`src/rtl/dmem_arbiter.sv`:
```
// dmem_arbiter: shares one data-RAM port between the CPU and a loader, reads take RD_LAT cycles.
// Define ARB_RR_EN for round-robin on simultaneous requests; otherwise the CPU always wins.
module dmem_arbiter #(
  parameter int RD_LAT = 1
) (
  input  logic        clk,
  input  logic        reset_n,
  input  logic        cpu_req,
  input  logic        cpu_wen,
  input  logic [15:0] cpu_addr,
  input  logic [15:0] cpu_wdata,
  output logic        cpu_ack,
  output logic [15:0] cpu_rdata,
  output logic        cpu_stall,
  input  logic        ld_req,
  input  logic        ld_wen,
  input  logic [15:0] ld_addr,
  input  logic [15:0] ld_wdata,
  output logic        ld_ack,
  output logic [15:0] ld_rdata,
  output logic [15:0] mem_addr,
  output logic [15:0] mem_wdata,
  output logic        mem_wen,
  input  logic [15:0] mem_rdata
);
  typedef enum logic [1:0] {IDLE, ACCESS, WAIT, DONE} state_t;
  state_t state;
  logic [1:0] cnt;
  logic owner, win;
  logic [15:0] sel_addr, sel_wdata;
  logic sel_wen;
`ifdef ARB_RR_EN
  logic last_ld;
  assign win = ld_req && !(cpu_req && last_ld);
  always_ff @(posedge clk or negedge reset_n)
    if (!reset_n) last_ld <= 1'b1;
    else if (state == IDLE && (cpu_req || ld_req)) last_ld <= win;
`else
  assign win = ld_req && !cpu_req;
`endif
  assign sel_addr  = win ? ld_addr  : cpu_addr;
  assign sel_wdata = win ? ld_wdata : cpu_wdata;
  assign sel_wen   = win ? ld_wen   : cpu_wen;
  assign cpu_stall = cpu_req && !cpu_ack;
  // mem_* double as the latched request while the transaction is in flight
  always_ff @(posedge clk or negedge reset_n)
    if (!reset_n) begin
      state     <= IDLE;
      cnt       <= '0;
      owner     <= 1'b0;
      cpu_ack   <= 1'b0;
      ld_ack    <= 1'b0;
      mem_addr  <= '0;
      mem_wdata <= '0;
      mem_wen   <= 1'b0;
      cpu_rdata <= '0;
      ld_rdata  <= '0;
    end else begin
      cpu_ack <= 1'b0;
      ld_ack  <= 1'b0;
      case (state)
        IDLE: if (cpu_req || ld_req) begin
          state     <= ACCESS;
          owner     <= win;
          mem_addr  <= sel_addr;
          mem_wdata <= sel_wdata;
          mem_wen   <= sel_wen;
        end
        ACCESS: begin
          mem_wen <= 1'b0;
          cnt     <= '0;
          state   <= mem_wen ? DONE : WAIT;
          if (mem_wen) begin
            {ld_ack, cpu_ack} <= owner ? 2'b10 : 2'b01;
            mem_addr  <= '0;
            mem_wdata <= '0;
          end
        end
        WAIT: if (cnt == 2'(RD_LAT - 1)) begin
          state <= DONE;
          {ld_ack, cpu_ack} <= owner ? 2'b10 : 2'b01;
          if (owner) ld_rdata <= mem_rdata;
          else cpu_rdata <= mem_rdata;
          mem_addr  <= '0;
          mem_wdata <= '0;
        end else cnt <= cnt + 2'd1;
        DONE: state <= IDLE;
      endcase
    end
endmodule

```
`config.mk`:
```
export PLATFORM = sky130hd
export DESIGN_NAME = dmem_arbiter
export DESIGN_NICKNAME = d
export VERILOG_FILES = /design/src/rtl/dmem_arbiter.sv
export SDC_FILE = /design/constraint.sdc
export NUM_CORES = 1
export LEC_CHECK = 0
export ABC_AREA = 1
export CAP_MARGIN = 20
export CORE_ASPECT_RATIO = 1.2
export CORE_MARGIN = 2
export CORE_UTILIZATION = 38
export DETAILED_ROUTE_END_ITERATION = 6
export GPL_TIMING_DRIVEN = 1
export PLACE_DENSITY = 0.75
export SETUP_SLACK_MARGIN = 0.02
export SKIP_CTS_REPAIR_TIMING = 1
export SYNTH_ARGS = -nofsm -noshare
export SYNTH_HDL_FRONTEND = slang
export SYNTH_SLANG_ARGS = --single-unit
```
`constraint.sdc`:
```
create_clock -name clk -period 1.7 [get_ports clk]
set_clock_uncertainty 0.15 [all_clocks]
set_input_delay 0.51 -clock clk [delete_from_list [all_inputs] [get_ports clk]]
set_output_delay 0.51 -clock clk [all_outputs]
set_load 0.05 [all_outputs]
```
==> impl_metrics.tcl, run 1 <==
set metrics [dict create \
    status "finished clean" \
    drive_above_1_share 0.190 \
    internal_power_uw 8090 \
    synth_area_sq_mm 0.00356 \
    pwr-share-clk 0.123 \
    finalNonFillerCells 774 \
    start_util 0.393 \
    required_ns 1.04 \
    pwr-share-comb 0.650 \
    final_nets 742 \
    worstSetupPathType "register to output port" \
    endpoint_kind "output port" \
    p_per_area_mw_per_mm2 2280 \
    wl_um 9960 \
    swShare 0.446 \
    synth_seq_cells 72 \
    antennaDiodeCount 0 \
    io_pins 154 \
    arrival_ns 1.03 \
    clkLatencyLatePin_ns 0.34 \
    clock_path_buffers 2 \
    viasPerCell 4.52 \
    root_buffer "clkbuf_8" \
    dr.pass1.iters 4 \
    cp-start-kind "register" \
    die_h_um 110 \
    layout_commonest_cell "nand2_1" \
    power_uw 14600 \
    grt_pass1_wl_um 15700 \
    tightest_slew_ns 0.376 \
    ant_nets 0 \
    grt_pass1_vias 3388 \
    fin_crit_sh 0.995 \
    layout_common_cells "nand2_1, clkdlybuf4s50_1, buf_12" \
    dpl.cell_count 752 \
    vdd_ir_drop_max_mv 1.40 \
    via_count 3502 \
    syn-num-nets 581 \
    whs_ns 0.0251 \
    finalHoldViolCount 0 \
    area_growth_pct 79.7 \
    avgSynthCellArea_sq_um 7.30 \
    drt_iter0_drc 137 \
    fp-row-count 38 \
    place_congestion 0.810 \
    r2r-end "mem_addr[11]" \
    r2r_start "state[1]" \
    seq_power_share 0.227 \
    period_needed_ns 1.69 \
    clk_pin_slew_ns 0.08 \
    cts_tree "done" \
    reg2reg_depth 9 \
    switchingPower_uw 6520 \
    setup_violations 0 \
    grt_overflow 0 \
    critPathMaxFanout 2 \
    wl_per_cell_um 12.9 \
    die_area_sq_mm 0.0102 \
    cts_sinks 72 \
    rsz0062_at_grt "true" \
    htree_levels 3 \
    yosysSeqAreaShare 0.505 \
    fmaxAchievable_mhz 591 \
    yosysWarningCount 0 \
    antenna_found_initial 0 \
    final_core_util 0.706 \
    max-cap-violations 0 \
    timing.slew.headroom 0.749 \
    grt_max_degree 73 \
    cellLeakagePower_uw 0.00332 \
    portBuffers 153 \
    chipWidth_um 92.4 \
    dp_hpwl_um 7310 \
    numCtsBuffers 9 \
    slew_violations 0 \
    r2r_slack_ns 0.07 \
    core_area_sq_mm 0.00908 \
    drc 0 \
    synthCells 488 \
    ys_types 17 \
    hold_path.class "input port to async pin" \
    gr-usage-all-layers 0.195 \
]
[metal layers]
layer | up-vias | track usage | share of wire
li1 | 1770 | - | -
met1 | 1573 | 0.240 | 0.42
met2 | 149 | 0.314 | 0.45
met3 | 10 | 0.0795 | 0.12
met4 | 0 | 0.0650 | 0.011
met5 | - | 0 | 0
[how the worst max path moves through the flow]
| stage | from | endpoint | slack [ns] | cells after the start |
|---|---|---|---|---|
| 4_1_cts | cpu_req | cpu_stall | -0.32 | 4 |
| 5_1_grt | cpu_ack | cpu_stall | -0.04 | 2 |
| 2_1_floorplan | state[0] | mem_addr[0] | 0.04 | 8 |
| 3_5_place_dp | cpu_req | cpu_stall | -0.32 | 4 |
| 3_3_place_gp | cpu_req | cpu_stall | -0.29 | 4 |
| 6_report | cpu_ack | cpu_stall | 0.008 | 2 |
[critical path: stages, from the launching register on]
cell,delay (ns)
dfrtp_2,0.44
nor2_4,0.11
buf_12,0.14
[sequential cells by signal, indices dropped and copies added, names as in the netlist]
signal,flops
cpu_ack,1
mem_wdata,16
cpu_rdata,16
ld_rdata,16
state,2
mem_wen,1
cnt,2
owner,1
ld_ack,1
mem_addr,16
[cells in the mapped netlist, drive strengths merged]
library cell	n	share of area
inv	61	0.064
nand3b	1	0.0021
buf	16	0.032
ha	7	0.025
dfrtp	72	0.51
o21ai	38	0.053
nor2	69	0.075
nand2	207	0.22
o211ai	3	0.0063
clkbuf	6	0.0063
nand3	7	0.0098
a21oi	1	0.0014
[per-stage QoR]
stage,TNS [ns],worst slack [ns],area (sq um)
finish,0,0.00828,6410
global route,-0.0367,-0.0367,6410
CTS,-0.332,-0.318,6250
detailed placement,-9.31,-0.316,5980
global placement,-8.23,-0.288,5980
floorplan,0,0.0362,3570
[layout make-up]
cell class                 instances  area [sq um]
clock inverter                     5           128
clock buffer                      11           141
sequential                        72          1810
timing repair buffer             172          2500
inverter                          61           231
tap                              120           150
fill                             675          2670
multi-input combinational        333          1450
[power by group through the flow]
| stage | clock network, uW | registers, uW | logic [uW] |
|---|---|---|---|
| 4_1_cts | 1830 | 3300 | 9000 |
| 2_1_floorplan | 0 | 5320 | 2440 |
| 6_report | 1800 | 3320 | 9500 |
| 5_1_grt | 1910 | 3420 | 10100 |
| 3_5_place_dp | 0 | 3330 | 8980 |
| 3_3_place_gp | 0 | 3290 | 8840 |
[logic make-up after synthesis]
logic type,synth area share
AOI/OAI and AO/OA,0.0611
adders and majority gates,0.0246
buffers and inverters,0.103
DFF,0.505
and+or+nand+nor,0.306
No activity file was read; power rests on OpenSTA's default activity.
==> inputs of run 2 (changes only) <==
--- a/config.mk
+++ b/config.mk
@@ -10,11 +10,13 @@
 export CORE_ASPECT_RATIO = 1.2
 export CORE_MARGIN = 2
 export CORE_UTILIZATION = 38
+export CTS_CLUSTER_SIZE = 12
 export DETAILED_ROUTE_END_ITERATION = 6
 export GPL_TIMING_DRIVEN = 1
 export PLACE_DENSITY = 0.75
 export SETUP_SLACK_MARGIN = 0.02
 export SKIP_CTS_REPAIR_TIMING = 1
+export SLEW_MARGIN = 20
 export SYNTH_ARGS = -nofsm -noshare
 export SYNTH_HDL_FRONTEND = slang
 export SYNTH_SLANG_ARGS = --single-unit
==> results of run 2 <==
No change in the layout: final DEF, timing and power equal those of run 1.
==> inputs of run 3 (changes only) <==
--- a/config.mk
+++ b/config.mk
@@ -12,10 +12,11 @@
 export CORE_UTILIZATION = 38
 export CTS_CLUSTER_SIZE = 12
 export DETAILED_ROUTE_END_ITERATION = 6
-export GPL_TIMING_DRIVEN = 1
+export GPL_TIMING_DRIVEN = 0
 export PLACE_DENSITY = 0.75
 export SETUP_SLACK_MARGIN = 0.02
 export SKIP_CTS_REPAIR_TIMING = 1
+export SKIP_LAST_GASP = 1
 export SLEW_MARGIN = 20
 export SYNTH_ARGS = -nofsm -noshare
 export SYNTH_HDL_FRONTEND = slang
==> run 3 against run 2 <==
Net effect: the run now ends with negative hold slack left; hold slack got worse by 0.044 ns; sequential share of layout area rose by 5.5 points; count of clock-buffer cells in the layout rose by 3; sequential power fell by 11%; routed wire length rose by 3.6%; critical path type unchanged; register-to-register slack improved by 0.02 ns; worst setup slack improved by 0.0079 ns; cell count rose by 1.0%.
==> impl_metrics.tcl, run 3 (same netlist as run 1, synthesis figures left out) <==
set metrics [dict create \
    status "complete, but fails checks" \
    violations "negative hold slack" \
    max-cap-violations 0 \
    fmaxAchievable_mhz 594 \
    via_count 3509 \
    critPathMaxFanout 2 \
    final_core_util 0.591 \
    clkLatencyLatePin_ns 0.35 \
    wl_per_cell_um 13.2 \
    timing.slew.headroom 0.659 \
    dp_slack_ns -0.947 \
    area_growth_pct 50.5 \
    period_needed_ns 1.68 \
    fin_crit_sh 0.990 \
    dpl.cell_count 762 \
    die_h_um 110 \
    layout_commonest_cell "nand2_1" \
    start_util 0.393 \
    root_buffer "clkbuf_8" \
    ant_nets 0 \
    final_nets 750 \
    required_ns 1.04 \
    cts_sinks 72 \
    antenna_found_initial 0 \
    worstSetupPathType "register to output port" \
    fin_area_sq_mm 0.00537 \
    drc 0 \
    rsz0062_at_grt "true" \
    setup_violations 0 \
    hold_path.class "input port to async pin" \
    io_pins 154 \
    clock_path_buffers 2 \
    cellLeakagePower_uw 0.00302 \
    core_area_sq_mm 0.00908 \
    layout_common_cells "nand2_1, clkdlybuf4s50_1, dfrtp_1" \
    finalNonFillerCells 782 \
    viasPerCell 4.49 \
    arrival_ns 1.02 \
    whs_ns -0.0193 \
    grt_overflow 0 \
    drt_iter0_drc 123 \
    antennaDiodeCount 0 \
    dr.pass1.iters 4 \
    htree_levels 3 \
    tightest_slew_ns 0.511 \
    cpMaxStageDelayCell "dfrtp_1" \
    drive_above_1_share 0.201 \
    critPathMaxStageDelay_ns 0.41 \
    grt_pass1_vias 3482 \
    cp-start-kind "register" \
    path_cells "nor2_4 > buf_6" \
    dpl_cell_area_sq_mm 0.00527 \
    grt_pass1_wl_um 16400 \
    portBuffers 153 \
    cts_tree "done" \
    power_uw 11600 \
    wl_um 10300 \
    finalHoldViolCount 29 \
    numCtsBuffers 9 \
    place_congestion 0.803 \
    die_area_sq_mm 0.0102 \
    p_per_area_mw_per_mm2 2160 \
    clk_pin_slew_ns 0.08 \
    vdd_ir_drop_max_mv 1.20 \
    slew_violations 0 \
    gr-usage-all-layers 0.204 \
    endpoint_kind "output port" \
    fp-row-count 38 \
    dp_hpwl_um 7600 \
    chipWidth_um 92.4 \
    grt_max_degree 40 \
    setup_ws_ns 0.0162 \
]
[run 3: cell count changes in the layout (fill, tap and decap cells not counted), sizes merged]
cell,change
buf,-27
clkinvlp,-1
clkinv,+1
bufinv,-3
clkbuf,+38
[run 3: worst max-delay path, delay by kind of cell (launching register included)]
kind / cells / cell delay, ns
AND/OR/NAND/NOR: 1 / 0.11
buffers and inverters: 1 / 0.16
flip-flops: 1 / 0.41
[run 3: through the flow]
step                      hold slack (ns)  TNS, ns
final                             -0.0193        0
after global routing               0.0119  -0.0417
after CTS                         -0.0151   -45.95
after detailed placement            0.314   -24.00
after global placement              0.312  -198.32
after floorplan                    0.0644        0
[run 3: cell type report]
cell class	instances	area (sq um)
Clock buffer	14	183
Multi-Input combinational cell	333	1490
Clock inverter	2	35.0
Tap cell	120	150
Inverter	61	236
Timing Repair Buffer	158	1290
Fill cell	849	3710
Buffer	22	170
Sequential cell	72	1810
[run 3: worst paths after layout]
kind / from / to / slack [ns] / cells after the start
max: cpu_ack / cpu_stall / 0.02 / 2
min: reset_n / mem_addr[3] / -0.02 / 1
max reg2reg: state[0] / mem_wdata[9] / 0.09 / 8
min reg2reg: mem_wdata[10] / mem_wdata[10] / 0.33 / 2
max in group asynchronous: reset_n / state[0] / 0.84 / 2
min in group clk: mem_wdata[10] / mem_wdata[10] / 0.33 / 2
[run 3: power breakdown]
group	total (uW)	internal [uW]	switching, uW
Clock	1450	837	617
Sequential	2960	2510	457
Combinational	7170	2130	5040
[run 3: routing by layer]
layer,wire length [um],GRT usage
met1,4390,0.248
met2,4710,0.334
met3,1070,0.0741
met4,152,0.0768
met5,0,0
